$ cat config.mk
export PLATFORM = sky130hd
export DESIGN_NAME = wave_playback_channel
export DESIGN_NICKNAME = d
export VERILOG_FILES = /design/src/rtl/wave_pkg.sv /design/src/rtl/wave_len_counter.sv /design/src/rtl/wave_playback_channel.sv
export SDC_FILE = /design/constraint.sdc
export NUM_CORES = 1
export LEC_CHECK = 0
export CAP_MARGIN = 15
export CORE_MARGIN = 4
export CORE_UTILIZATION = 60
export CTS_CLUSTER_DIAMETER = 200
export DETAILED_ROUTE_END_ITERATION = 10
export GPL_ROUTABILITY_DRIVEN = 0
export PLACE_DENSITY = 0.83
export SYNTH_ARGS = -nofsm -noshare
export SYNTH_HDL_FRONTEND = slang
export SYNTH_SLANG_ARGS = --single-unit
$ cat constraint.sdc
create_clock -name clk -period 4.44 [get_ports clk]
set_clock_uncertainty 0.1 [all_clocks]
set_input_delay 0.888 -clock clk [delete_from_list [all_inputs] [get_ports clk]]
set_output_delay 0.888 -clock clk [all_outputs]
set_load 0.005 [all_outputs]
$ cat src/rtl/wave_pkg.sv
// Shared types for the wave playback voice: volume code and step-period helper.
// Pure declarations; no latency or flow control involved.
package wave_pkg;

    typedef enum logic [1:0] {
        VOL_MUTE    = 2'b00,
        VOL_FULL    = 2'b01,
        VOL_HALF    = 2'b10,
        VOL_QUARTER = 2'b11
    } vol_e;

    // Step period in clk cycles: 2 * (2^freq_w - freq); freq=0 gives the longest period.
    function automatic logic [31:0] step_period(input int unsigned freq_w, input logic [31:0] freq);
        return (32'd1 << (freq_w + 1)) - (freq << 1);
    endfunction

endpackage

$ cat src/rtl/wave_len_counter.sv
// Length counter: loads 2^LEN_W - len_load on load, counts down on enabled len_tick.
// Latency: expire is combinational for the tick edge that takes the count 1->0.
// Backpressure: none; ticks with the counter at 0 are ignored.
module wave_len_counter #(
    parameter int LEN_W = 8
) (
    input  logic             clk,
    input  logic             rst_n,
    input  logic             load,
    input  logic [LEN_W-1:0] len_load,
    input  logic             len_tick,
    input  logic             len_en,
    output logic             expire
);

    // One extra bit so len_load=0 holds the full 2^LEN_W count.
    logic [LEN_W:0] len_cnt;

    // A load in the same cycle wins over the tick, so no expiry is reported then.
    assign expire = !load && len_tick && len_en && (len_cnt == (LEN_W+1)'(1));

    always_ff @(posedge clk or negedge rst_n) begin
        if (!rst_n) begin
            len_cnt <= '0;
        end else if (load) begin
            len_cnt <= {1'b1, {LEN_W{1'b0}}} - {1'b0, len_load};
        end else if (len_tick && len_en && (len_cnt != '0)) begin
            len_cnt <= len_cnt - (LEN_W+1)'(1);
        end
    end

endmodule

$ cat src/rtl/wave_playback_channel.sv
// Wave-table voice: steps pos through a writable sample RAM, scales sample_buf by vol.
// Latency: pos/sample_buf update on the timer-expiry edge; signal is combinational from registers.
// Backpressure: none; writes accepted every cycle. Optional dual bank via WAVE_DUAL_BANK_EN.
module wave_playback_channel
    import wave_pkg::*;
#(
    parameter int SAMPLE_W = 4,
    parameter int DEPTH    = 32,
    parameter int FREQ_W   = 11,
    parameter int LEN_W    = 8,
    localparam int AW      = $clog2(DEPTH),
`ifdef WAVE_DUAL_BANK_EN
    localparam int PW      = AW + 1
`else
    localparam int PW      = AW
`endif
) (
    input  logic                clk,
    input  logic                rst_n,
    input  logic                len_tick,
    input  logic                dac_en,
    input  logic [1:0]          vol,
    input  logic [FREQ_W-1:0]   freq,
    input  logic [LEN_W-1:0]    len_load,
    input  logic                len_en,
    input  logic                trigger,
`ifdef WAVE_DUAL_BANK_EN
    input  logic                bank_sel,
    input  logic                bank_mode,
`endif
    input  logic                wr_en,
    input  logic [PW-1:0]       wr_addr,
    input  logic [SAMPLE_W-1:0] wr_data,
    output logic [SAMPLE_W-1:0] signal,
    output logic                active,
    output logic [PW-1:0]       pos
);

    localparam int RAM_N = 2 ** PW;
    localparam int TW    = FREQ_W + 2;

    logic [SAMPLE_W-1:0] ram [RAM_N];
    logic [SAMPLE_W-1:0] sample_buf;
    logic [TW-1:0]       timer;
    logic [TW-1:0]       period;
    logic                active_q;
    logic [PW-1:0]       pos_q;
    logic [PW-1:0]       next_pos;
    logic [PW-1:0]       start_pos;
    logic                step;
    logic                len_expire;

    assign period = TW'(step_period(FREQ_W, 32'(freq)));
    assign step   = active_q && (timer == TW'(1));

`ifdef WAVE_DUAL_BANK_EN
    logic bank_mode_q;

    assign start_pos = {bank_sel, {AW{1'b0}}};
    // Single-bank mode wraps inside the bank latched at trigger; dual mode runs through both.
    assign next_pos  = bank_mode_q ? (pos_q + PW'(1))
                                   : {pos_q[PW-1], pos_q[AW-1:0] + AW'(1)};

    always_ff @(posedge clk or negedge rst_n) begin
        if (!rst_n) begin
            bank_mode_q <= 1'b0;
        end else if (trigger) begin
            bank_mode_q <= bank_mode;
        end
    end
`else
    assign start_pos = '0;
    assign next_pos  = pos_q + PW'(1);
`endif

    wave_len_counter #(
        .LEN_W(LEN_W)
    ) u_len (
        .clk      (clk),
        .rst_n    (rst_n),
        .load     (trigger),
        .len_load (len_load),
        .len_tick (len_tick),
        .len_en   (len_en),
        .expire   (len_expire)
    );

    always_ff @(posedge clk or negedge rst_n) begin
        if (!rst_n) begin
            for (int i = 0; i < RAM_N; i++) begin
                ram[i] <= '0;
            end
        end else if (wr_en) begin
            ram[wr_addr] <= wr_data;
        end
    end

    always_ff @(posedge clk or negedge rst_n) begin
        if (!rst_n) begin
            pos_q      <= '0;
            timer      <= '0;
            active_q   <= 1'b0;
            sample_buf <= '0;
        end else if (trigger) begin
            // Restart holds sample_buf; position 0 is only fetched again on wrap.
            pos_q    <= start_pos;
            timer    <= period;
            active_q <= dac_en;
        end else begin
            if (step) begin
                timer      <= period;
                pos_q      <= next_pos;
                // Write-through so a same-cycle write to the fetched address is not lost.
                sample_buf <= (wr_en && (wr_addr == next_pos)) ? wr_data : ram[next_pos];
            end else if (active_q && (timer != '0)) begin
                timer <= timer - TW'(1);
            end
            if (!dac_en || len_expire) begin
                active_q <= 1'b0;
            end
        end
    end

    always_comb begin
        signal = '0;
        if (active_q) begin
            case (vol_e'(vol))
                VOL_FULL:    signal = sample_buf;
                VOL_HALF:    signal = sample_buf >> 1;
                VOL_QUARTER: signal = sample_buf >> 2;
                default:     signal = '0;
            endcase
        end
    end

    assign active = active_q;
    assign pos    = pos_q;

endmodule

# == Word level (Yosys, flattened, before mapping) ==
# Cells that the tools add are included.
# totals
register_bits,160
input_bits,37
output_inout_bits,10
elab_cells,91
# classes
add_sub_neg,5
magnitude_cmp,3
n_eq_ne,6
muxes,18
n_bitwise,3
reduce_logical,19
# op_table
op,count
bitwise mux 128 bit,1
two-way mux 13 bit,3
binary-select mux 4 bit (select 5 bit),1
demux 4 bit (select 5 bit),1
two-way mux 4 bit,5
two-way mux 9 bit,2
equality test 13 x 1 -> 1 bit (second input constant),1
nonzero test 13 bit,1
subtractor 13 x 1 -> 13 bit (second input constant),1
subtractor 13 x 12 -> 13 bit (first input constant),1
>= comparator 6 bit (second input constant),2
NOT 5 -> 6 bit,2
one-hot mux 4 bit (3 select lines),1
two-way mux 5 bit,2
equality test 9 x 1 -> 1 bit (second input constant),1
logical AND 1 bit,9
nonzero test 9 bit,1
subtractor 9 x 1 -> 9 bit (second input constant),1
subtractor 9 x 8 -> 9 bit (first input constant),1
< comparator 6 x 1 -> 1 bit (second input constant),1
nonzero test 2 bit,3
adder 5 x 1 -> 5 bit (second input constant),1
equality test 5 bit,1
equality test 2 bit (second input constant),2
7 further kinds,9

# == Logic depth before layout (Yosys ltp) ==
# Gate-level depths: netlist (run 1).
# logic_depth
ltp_word,7
depth_mapped,9
mapped_depth_nobuf,7

# == Modules after synthesis ==
# A second synthesis (run 1) with hierarchy kept.
# unflattened
cells_unflattened,736
area_unflattened_um2,8531.9
# modules_own_cells
mod,instances,cells_per_inst,area_per_inst_um2,seq_area_each_um2
wave_playback_channel,1,657,7798.7,3778.6
wave_len_counter,1,79,733.2,225.2

# == Worst setup path after synthesis (run 1) ==
# No wires, ideal clock.
# synth_path
path_type,input port to flip-flop
from,input wr_addr[4]
to,register sample_buf[0]
setup_ns,0.141
arrival_ns,2.212
required_ns,4.199
slack_ns,1.987
stages,7
path_buffers,1
cell_sequence,buf_2 > xnor2_1 > or3_4 > a211oi_4 > a21oi_1 > a32oi_1 > a21oi_1
# synth_via
elab_chain_len,3
# synth_lines
item,line,source
from (decl),wave_playback_channel.sv:32,"input logic [PW-1:0] wr_addr,"
equality test 5 bit,wave_playback_channel.sv:114,sample_buf <= (wr_en && (wr_addr == next_pos)) ? wr_data : ram[next_pos];
logical AND 1 bit,wave_playback_channel.sv:114,
two-way mux 4 bit,wave_playback_channel.sv:114,
to (signal assigned),wave_playback_channel.sv:114,
to (decl),wave_playback_channel.sv:43,logic [SAMPLE_W-1:0] sample_buf;
# No other way between the ends.
# A chain may end at the register's enable or synchronous reset.

# == Worst setup path in the final report (run 1) ==
# layout_path
from,input vol[1]
to,output signal[1]
# layout_via
elab_chain_len,3
elab_cells_between_ends,5
cone_classes,eq/ne: 3; mux: 2
# layout_lines
item,line,source
from (decl),wave_playback_channel.sv:22,"input logic [1:0] vol,"
equality test 2 bit or equality test 2 x 1 -> 1 bit (tied branches),wave_playback_channel.sv:127,case (vol_e'(vol))
one-hot mux 4 bit (3 select lines) (*),wave_playback_channel.sv:127,
two-way mux 4 bit (*),wave_playback_channel.sv:126,if (active_q) begin
to (decl),wave_playback_channel.sv:34,"output logic [SAMPLE_W-1:0] signal,"
# Mark *: on every way between the ends. The rest lies on a longest branch, timed or not.

==> results of run 1 <==
[cells by family (layout without fill, tap and decap cells)]
kind of cell / count (synthesis) / count (layout)
muxes: 178 / 178
and+or+nand+nor: 176 / 176
DFF: 160 / 160
AOI/OAI and AO/OA: 69 / 69
buffers and inverters: 50 / 101
xor gates and xnor gates: 36 / 36
adders and majority gates: 8 / 8
[sequential cells by signal, summed over array words and instances, names as in the netlist]
register / flops
pos: 5
active: 1
timer: 13
ram: 128
sample_buf: 4
u_len.len_cnt: 9
[cell usage in the layout, fill, tap and decap left out, types with 4 or more instances in the layout]
master             n
dfrtp_1          159
nand3_1           16
a21oi_1           22
mux4_2            32
clkinv_2           6
nor3b_1            5
mux2_1            63
inv_1             14
o21ai_0           12
bufinv_16          4
xor2_1            12
nor2b_1            7
and3b_1            4
xnor2_1           23
or3_1              5
mux2i_1           16
o21ai_1            7
nor2_1            55
nor3_1             9
nor4_1             6
ha_1               8
mux2_2            67
clkdlybuf4s50_1   45
nand2_1           45
clkbuf_16         17
a22oi_1            6
[cell type report]
cell class,count,area [um2]
Clock buffer,20,447
Clock inverter,12,165
Fill cell,876,3820
Inverter,15,56.3
Multi-Input combinational cell,467,4110
Sequential cell,160,4010
Tap cell,176,220
Timing Repair Buffer,54,577
[stage by stage]
| stage | utilization (%) | hold WS, ns | worst slack, ns |
|---|---|---|---|
| floorplan | - | 0.352 | 1.99 |
| global placement | 66.3 | 0.362 | 0.971 |
| detailed placement | 66.3 | 0.373 | 0.969 |
| CTS | 70.9 | 0.388 | 0.964 |
| global route | 71.5 | 0.405 | 0.918 |
| finish | 71.5 | 0.388 | 0.964 |
[worst paths after layout]
kind,startpoint,end,slack (ns),depth (start not counted)
setup / recovery,vol[1],signal[1],0.96,6
setup reg to reg,pos[1],sample_buf[2],1.46,7
hold / removal,rst_n,ram[91],0.39,1
max in group asynchronous,rst_n,ram[24],2.99,2
hold reg to reg,ram[73],ram[73],0.39,1
min in group clk,ram[73],ram[73],0.39,1
[power groups by stage]
stage	clock, mW	sequential, mW	combinational (mW)
after floorplan	0	1.82	0.393
after global placement	0	1.85	0.520
after detailed placement	0	1.87	0.554
after CTS	1.54	1.86	0.562
after global routing	1.61	1.88	0.620
final	1.52	1.86	0.566
[Yosys cell counts (14+ instances only)]
library cell / n / share of area, %
nand3_1: 16 / 0.96
mux2i_1: 16 / 1.9
dfrtp_1: 160 / 48
mux2_2: 67 / 9.1
clkbuf_1: 22 / 0.99
nor2_1: 55 / 2.5
mux2_1: 63 / 8.5
xnor2_1: 23 / 2.4
a21oi_1: 22 / 1.3
nand2_1: 45 / 2.0
inv_1: 14 / 0.63
mux4_2: 32 / 8.7
[routing by layer]
metal  share of wire (%)  vias up
met3                 4.2       40
met2                  53      151
met5                   0        -
met4                 2.3        0
met1                  40     2910
li1                    -     2535
==> summary.md, run 1 <==
| Metric | Value |
|---|---|
| CP Cell Sequence | clkdlybuf4s50_1 > mux2_2 > nand2_1 > o21ai_0 > and2_1 > clkdlybuf4s50_1 |
| Wire per inst | 20.7 um |
| Vias in the first global route | 6060 |
| Clk_lat worst skew | 0.43 ns |
| Slew HR | 32.0% |
| Die W | 126 um |
| Placed insts | 868 |
| Post-CTS sizing | 0 |
| Crit-path leading delay family | buffers and inverters |
| Syn_nets | 722 |
| Max-cap viol count | 0 |
| Crit path DAT | 2.49 ns |
| Synthesized area | 0.00832 mm2 |
| Cts bufs inserted | 17 |
| Overall die height | 126 um |
| GR Layer Usage met2 | 43.6% |
| PD cells | 412 mW/mm2 |
| Buffers on Ports | 46 |
| Non-filler instance count after layout | 904 |
| Syn Inst Count | 677 |
| Post-CTS Hold Buffers | 0 |
| Switching share of power | 24.5% |
| Synth Register Bits | 160 |
| M3 GR Usage | 5.29% |
| Final hold violation count | 0 |
| Global-route wire length before repair | 30700 um |
| Worst Max-Slew Pin Slew | 1.02 ns |
| Outcome | complete, no violations |
| Largest net degree at the start of global routing | 86 |
| Initial antenna violation count | 0 |
| Post-route antenna net violation count | 0 |
| Unrepaired setup endpoints after global routing | no |
| Vias per std cell | 6.23 |
| GRT Total Usage | 24.6% |
| Net Sw Power | 966 uW |
| CP startpoint kind | input pin |
| Worst path bufs/invs | 2 |
| Post-synth EDFFs | 0 |
| Root Buffer | clkbuf_16 |
| Ratio of cells with drive above 1 in the final layout | 20.5% |
| Iter 0 DRT Violations | 458 |
| Highest clock rate | 0.288 GHz |
| Clk pwr share | 38.5% |
| Starting density of the core | 62.1% |
| Nets | 760 |
| CP endpoint kind | output pin |
| Max VDD drop | 268 uV |
| Async S/R FF share, synth | 100% |
| Post-place instance area | 0.00889 mm2 |
| Main combinational cell family by area after synthesis | multiplexers |
| Post-CTS Setup Bufs | 0 |
| Grt total ovfl | 0 |
| DR pass1 iterations | 5 |
| DR DRC count | 0 |
| Setup CP Type | in2out |
| Sequential area share after synthesis | 48.1% |
| Core area | 0.0134 mm2 |
| Layout overhead on the synthesized area | 15.0% |
| Simple-Gate Fraction of Synth Area | 10.5% |
| Design area | 0.00958 mm2 |
| Setup TNS | 0 ns |
| Die area | 0.0158 mm2 |
| Final wirelength | 18700 um |
| Adder-cell share of the synthesized area | 1.20% |
| Sequential Power Share | 47.2% |
| Grt met1 use | 29.6% |
| Num Clock Sinks | 160 |
| H-tree levels | 4 |
| Via count | 5636 |
| Netlist cell types | 58 |
| Global route hottest layer | met2 |
| Mux contribution to synthesized area | 28.2% |
| Final setup viols | 0 |
| CP Max Fanout | 5 |
| Compound-Gate Fraction of Synth Area | 5.46% |
| Main flop type after synthesis | dfrtp_1 |
| Slowest-stage cell, CP | clkdlybuf4s50_1 |
| Lkg Pwr | 4.00 nW |
| CTS clk-pin slew, worst paths | 0.06 ns |
| Power, Total | 3.94 mW |
| Pint | 2.98 mW |
| Critical Path Max Stage Delay | 0.53 ns |
| Syn avg cell area | 12.3 um2 |
| Critical path required time | 3.45 ns |
| # IOs | 47 |
| Worst hold path class | in2async |
| Crit path time final | 3.48 ns |
| DP Wirelength | 12600 um |
| Synth Area in XOR/XNOR | 4.01% |
| Row count | 42 |
| Pins Over Slew Limit | 0 |
| Final Cycle Share | 78.3% |
| CTS tree | yes |
| YS warnings | 0 |
| Antenna cells | 0 |
| Longest Clk Path Bufs | 2 |
| CP dominant cell by count | clkdlybuf4s50_1 |
| Gate power share | 14.3% |
(Power assumes the default switching activity.)
==> run 2, diff against run 1 <==
Clock period 4.44 ns to 3.53 ns, I/O delays scaled along.
==> run 2 against run 1 <==
  * Power rose by 28%
  * Clock power rose by 32%
  * Cell count rose by 0.44%
  * Utilization rose by 0.41 points
  * Flip-flop and latch count did not move
==> summary.md, run 2 (same netlist as run 1, synthesis figures left out) <==
| Metric | Value |
|---|---|
| Nets | 765 |
| Critical Path Max Stage Delay | 0.54 ns |
| Iter 0 DRT Violations | 440 |
| Unrepaired setup endpoints after global routing | no |
| Most flops, register | ram |
| Regs by FF count | ram x128, timer x13, u_len.len_cnt x9 |
| Outcome | complete, no violations |
| Fill cells | 885 |
| Ratio of cells with drive above 1 in the final layout | 21.2% |
| Most frequent cells in the layout | dfrtp_1 (159), mux2_2 (67), mux2_1 (63) |
| Longest Clk Path Bufs | 2 |
| Slowest-stage cell, CP | clkdlybuf4s50_1 |
| Worst Max-Slew Pin Slew | 0.744 ns |
| CTS clk-pin slew, worst paths | 0.06 ns |
| Die area | 0.0158 mm2 |
| Pint | 3.80 mW |
| Slew HR | 50.4% |
| Final setup viols | 0 |
| Num Clock Sinks | 160 |
| Critical path required time | 2.72 ns |
| Setup CP Type | in2out |
| Post-route antenna net violation count | 0 |
| Vias in the first global route | 6066 |
| # IOs | 47 |
| Die W | 126 um |
| GRT Total Usage | 25.1% |
| PD cells | 524 mW/mm2 |
| Register area | 0.00401 mm2 |
| Antenna cells | 0 |
| Layout overhead on the synthesized area | 15.7% |
| Crit-path leading delay family | buffers and inverters |
| Gate power share | 14.1% |
| Initial antenna violation count | 0 |
| Cts bufs inserted | 17 |
| Clk pwr share | 39.6% |
| Max FFs per register | 128 |
| CP startpoint kind | input pin |
| Sequential Power Share | 46.3% |
| CP endpoint kind | output pin |
| Pins Over Slew Limit | 0 |
| Grt total ovfl | 0 |
| Highest clock rate | 0.320 GHz |
| Row count | 42 |
| CP Cell Sequence | clkdlybuf4s50_1 > mux2_2 > nand2_1 > o21ai_0 > and2_1 > clkdlybuf4s50_1 |
| Setup TNS | 0 ns |
| Worst path bufs/invs | 2 |
| Vias per std cell | 6.22 |
| Power, Total | 5.05 mW |
| Wire per inst | 20.8 um |
| Starting density of the core | 62.1% |
| Post-CTS sizing | 0 |
| Placed insts | 876 |
| DP Wirelength | 12900 um |
| WHS | 0.154 ns |
| Multi-input logic area | 0.00411 mm2 |
| Overall die height | 126 um |
| Non-filler instance count after layout | 908 |
| Lkg Pwr | 4.01 nW |
| DR DRC count | 0 |
| Crit path DAT | 2.32 ns |
| Root Buffer | clkbuf_16 |
| Largest net degree at the start of global routing | 64 |
| Core area | 0.0134 mm2 |
| Via count | 5651 |
| Max-cap viol count | 0 |
| Most common cell after layout, fill and taps aside | dfrtp_1 |
| Worst hold path class | in2async |
| Crit path time final | 3.13 ns |
| H-tree levels | 4 |
| Post-CTS Setup Bufs | 0 |
| Final wirelength | 18900 um |
| Final Cycle Share | 88.7% |
| Post-CTS Hold Buffers | 0 |
| CP dominant cell by count | clkdlybuf4s50_1 |
| Global-route wire length before repair | 31500 um |
| CP Max Fanout | 5 |
| Net Sw Power | 1.25 mW |
| Clk_lat worst skew | 0.43 ns |
| Final hold violation count | 0 |
| Buffers on Ports | 46 |
| Max VDD drop | 369 uV |
| DR pass1 iterations | 5 |
| Switching share of power | 24.7% |
| CTS tree | yes |
## run 2: per-layer routing
| layer | vias up | part of all wire (%) | track usage [%] |
|---|---|---|---|
| met4 | 0 | 1.8 | 8.45 |
| li1 | 2543 | - | - |
| met3 | 35 | 4.3 | 4.87 |
| met5 | - | 0 | 0 |
| met1 | 2911 | 42 | 32.8 |
| met2 | 162 | 52 | 42.4 |
## run 2: per-stage QoR
step / util [%] / setup WS (ns) / instance area, um2
finish: 71.9 / 0.400 / 9630
global route: 71.9 / 0.339 / 9630
CTS: 71.7 / 0.400 / 9610
detailed placement: 66.9 / 0.400 / 8960
global placement: 66.9 / 0.438 / 8960
floorplan: - / 1.26 / 8320
## run 2: cell type report
| cell class | count | area share (%) |
|---|---|---|
| tap | 176 | 2.29 |
| timing repair buffer | 59 | 6.25 |
| inverter | 15 | 0.585 |
| multi-input combinational | 467 | 42.6 |
| clock inverter | 14 | 2.25 |
| sequential | 160 | 41.6 |
| clock buffer | 17 | 4.42 |
## run 2: power groups by stage
stage | Combinational, mW | Sequential [mW] | Clock (mW)
2_1_floorplan | 0.494 | 2.29 | 0
3_3_place_gp | 0.660 | 2.33 | 0
3_5_place_dp | 0.703 | 2.36 | 0
4_1_cts | 0.713 | 2.33 | 2.01
5_1_grt | 0.779 | 2.37 | 2.10
6_report | 0.710 | 2.34 | 2.00
## run 2: path summary, 6_finish.rpt
kind | to | slack (ns) | cells after the start | start
worst min-delay path | ram[95] | 0.15 | 1 | rst_n
min in group clk | ram[77] | 0.39 | 1 | ram[77]
worst max-delay path | signal[1] | 0.40 | 6 | vol[1]
worst min register to register | ram[77] | 0.39 | 1 | ram[77]
worst max register to register | sample_buf[3] | 0.68 | 7 | pos[1]
max in group asynchronous | ram[20] | 2.42 | 2 | rst_n
==> run 3, diff against run 2 <==
Settings changed: GPL_TIMING_DRIVEN set to 0.
==> run 3 against run 2 <==
  * Utilization down 0.48 points
  * Count of clock-buffer cells in the layout up 5
  * Worst hold slack better by 0.044 ns
==> summary.md, run 3 (same netlist as run 1, synthesis figures left out) <==
| Metric | Value |
|---|---|
| PD cells | 508 mW/mm2 |
| CP Cell Sequence | clkdlybuf4s50_1 > mux2_2 > nand2_1 > o21ai_0 > and2_1 > clkdlybuf4s50_1 |
| Crit path time final | 3.19 ns |
| CTS tree | yes |
| Most common cell after layout, fill and taps aside | dfrtp_1 |
| CTS clk-pin slew, worst paths | 0.06 ns |
| DR pass1 iterations | 5 |
| DR DRC count | 0 |
| Max VDD drop | 347 uV |
| Regs by FF count | ram x128, timer x13, u_len.len_cnt x9 |
| Wire per inst | 20.9 um |
| CP endpoint kind | output pin |
| Iter 0 DRT Violations | 607 |
| Unrepaired setup endpoints after global routing | no |
| CP dominant cell by count | clkdlybuf4s50_1 |
| Row count | 42 |
| Max-cap viol count | 0 |
| Setup CP Type | in2out |
| Via count | 5762 |
| Core area | 0.0134 mm2 |
| # IOs | 47 |
| Setup TNS | 0 ns |
| Post-route antenna net violation count | 0 |
| H-tree levels | 4 |
| Worst path bufs/invs | 2 |
| Worst hold path class | in2async |
| Grt total ovfl | 0 |
| Post-CTS sizing | 0 |
| Root Buffer | clkbuf_16 |
| Most frequent cells in the layout | dfrtp_1 (160), mux2_2 (67), mux2_1 (63) |
| Crit-path leading delay family | buffers and inverters |
| Nets | 783 |
| WHS | 0.199 ns |
| CP Max Fanout | 5 |
| Ratio of cells with drive above 1 in the final layout | 20.5% |
| Slew HR | 47.5% |
| Lkg Pwr | 4.01 nW |
| Max FFs per register | 128 |
| Clk_lat worst skew | 0.43 ns |
| Initial antenna violation count | 0 |
| Buffers on Ports | 41 |
| Critical Path Max Stage Delay | 0.55 ns |
| Worst Max-Slew Pin Slew | 0.788 ns |
| Vias in the first global route | 6226 |
| Die area | 0.0158 mm2 |
| Die W | 126 um |
| Global-route wire length before repair | 32600 um |
| Final hold violation count | 0 |
| Pins Over Slew Limit | 0 |
| Highest clock rate | 0.314 GHz |
| Num Clock Sinks | 160 |
| Most flops, register | ram |
| Post-CTS Setup Bufs | 0 |
| Final setup viols | 0 |
| CP startpoint kind | input pin |
| Outcome | complete, no violations |
| Overall die height | 126 um |
| Longest Clk Path Bufs | 2 |
| Final wirelength | 19300 um |
| Crit path DAT | 2.38 ns |
| Final Cycle Share | 90.3% |
| Critical path required time | 2.72 ns |
| DP Wirelength | 13700 um |
| Starting density of the core | 62.1% |
| Largest net degree at the start of global routing | 82 |
| Layout overhead on the synthesized area | 14.9% |
| Post-CTS Hold Buffers | 0 |
| Slowest-stage cell, CP | clkdlybuf4s50_1 |
| Final Util | 71.4% |
| GRT Total Usage | 26.1% |
| Cts bufs inserted | 17 |
| Antenna cells | 0 |
| Vias per std cell | 6.22 |
run 3: cell type report:
cell class / count / area (um2)
Multi-Input combinational cell: 467 / 4110
Buffer: 35 / 158
Tap cell: 176 / 220
Clock buffer: 22 / 474
Sequential cell: 160 / 4000
Fill cell: 890 / 3830
Inverter: 15 / 56.3
Clock inverter: 10 / 110
Timing Repair Buffer: 42 / 439
run 3: path summary, 6_finish.rpt:
path,from,end,slack [ns],depth (start not counted)
worst min-delay path,rst_n,ram[121],0.20,1
worst min register to register,ram[41],ram[41],0.38,1
worst max-delay path,vol[1],signal[1],0.34,6
worst max register to register,pos[1],sample_buf[2],0.49,8
max in group asynchronous,rst_n,ram[76],2.28,2
min in group clk,ram[41],ram[41],0.38,1
run 3: through the flow:
stage / setup WS, ns / cells / power (mW) / instance area, um2
after global placement: -4.36 / 894 / 2.99 / 8950
after CTS: 0.337 / 927 / 4.87 / 9570
after floorplan: 1.26 / 677 / 2.79 / 8320
after global routing: 0.280 / 927 / 5.08 / 9570
after detailed placement: 0.350 / 895 / 3.06 / 8980
final: 0.344 / 927 / 4.86 / 9570
run 3: routing by layer:
layer  vias to the layer above  wire (um)  global-route usage, %
met1                      2942       8090                   35.1
met2                       196       9720                   42.9
li1                       2587          -                      -
met5                         -          0                      0
met3                        37       1100                   5.63
met4                         0        442                   8.26
run 3: where the power goes:
| part | internal, mW | leakage [nW] | total (mW) | switching, mW |
|---|---|---|---|---|
| registers | 2.15 | 2.03 | 2.33 | 0.182 |
| clock network | 1.09 | 0.278 | 1.82 | 0.729 |
| logic | 0.394 | 1.70 | 0.707 | 0.314 |
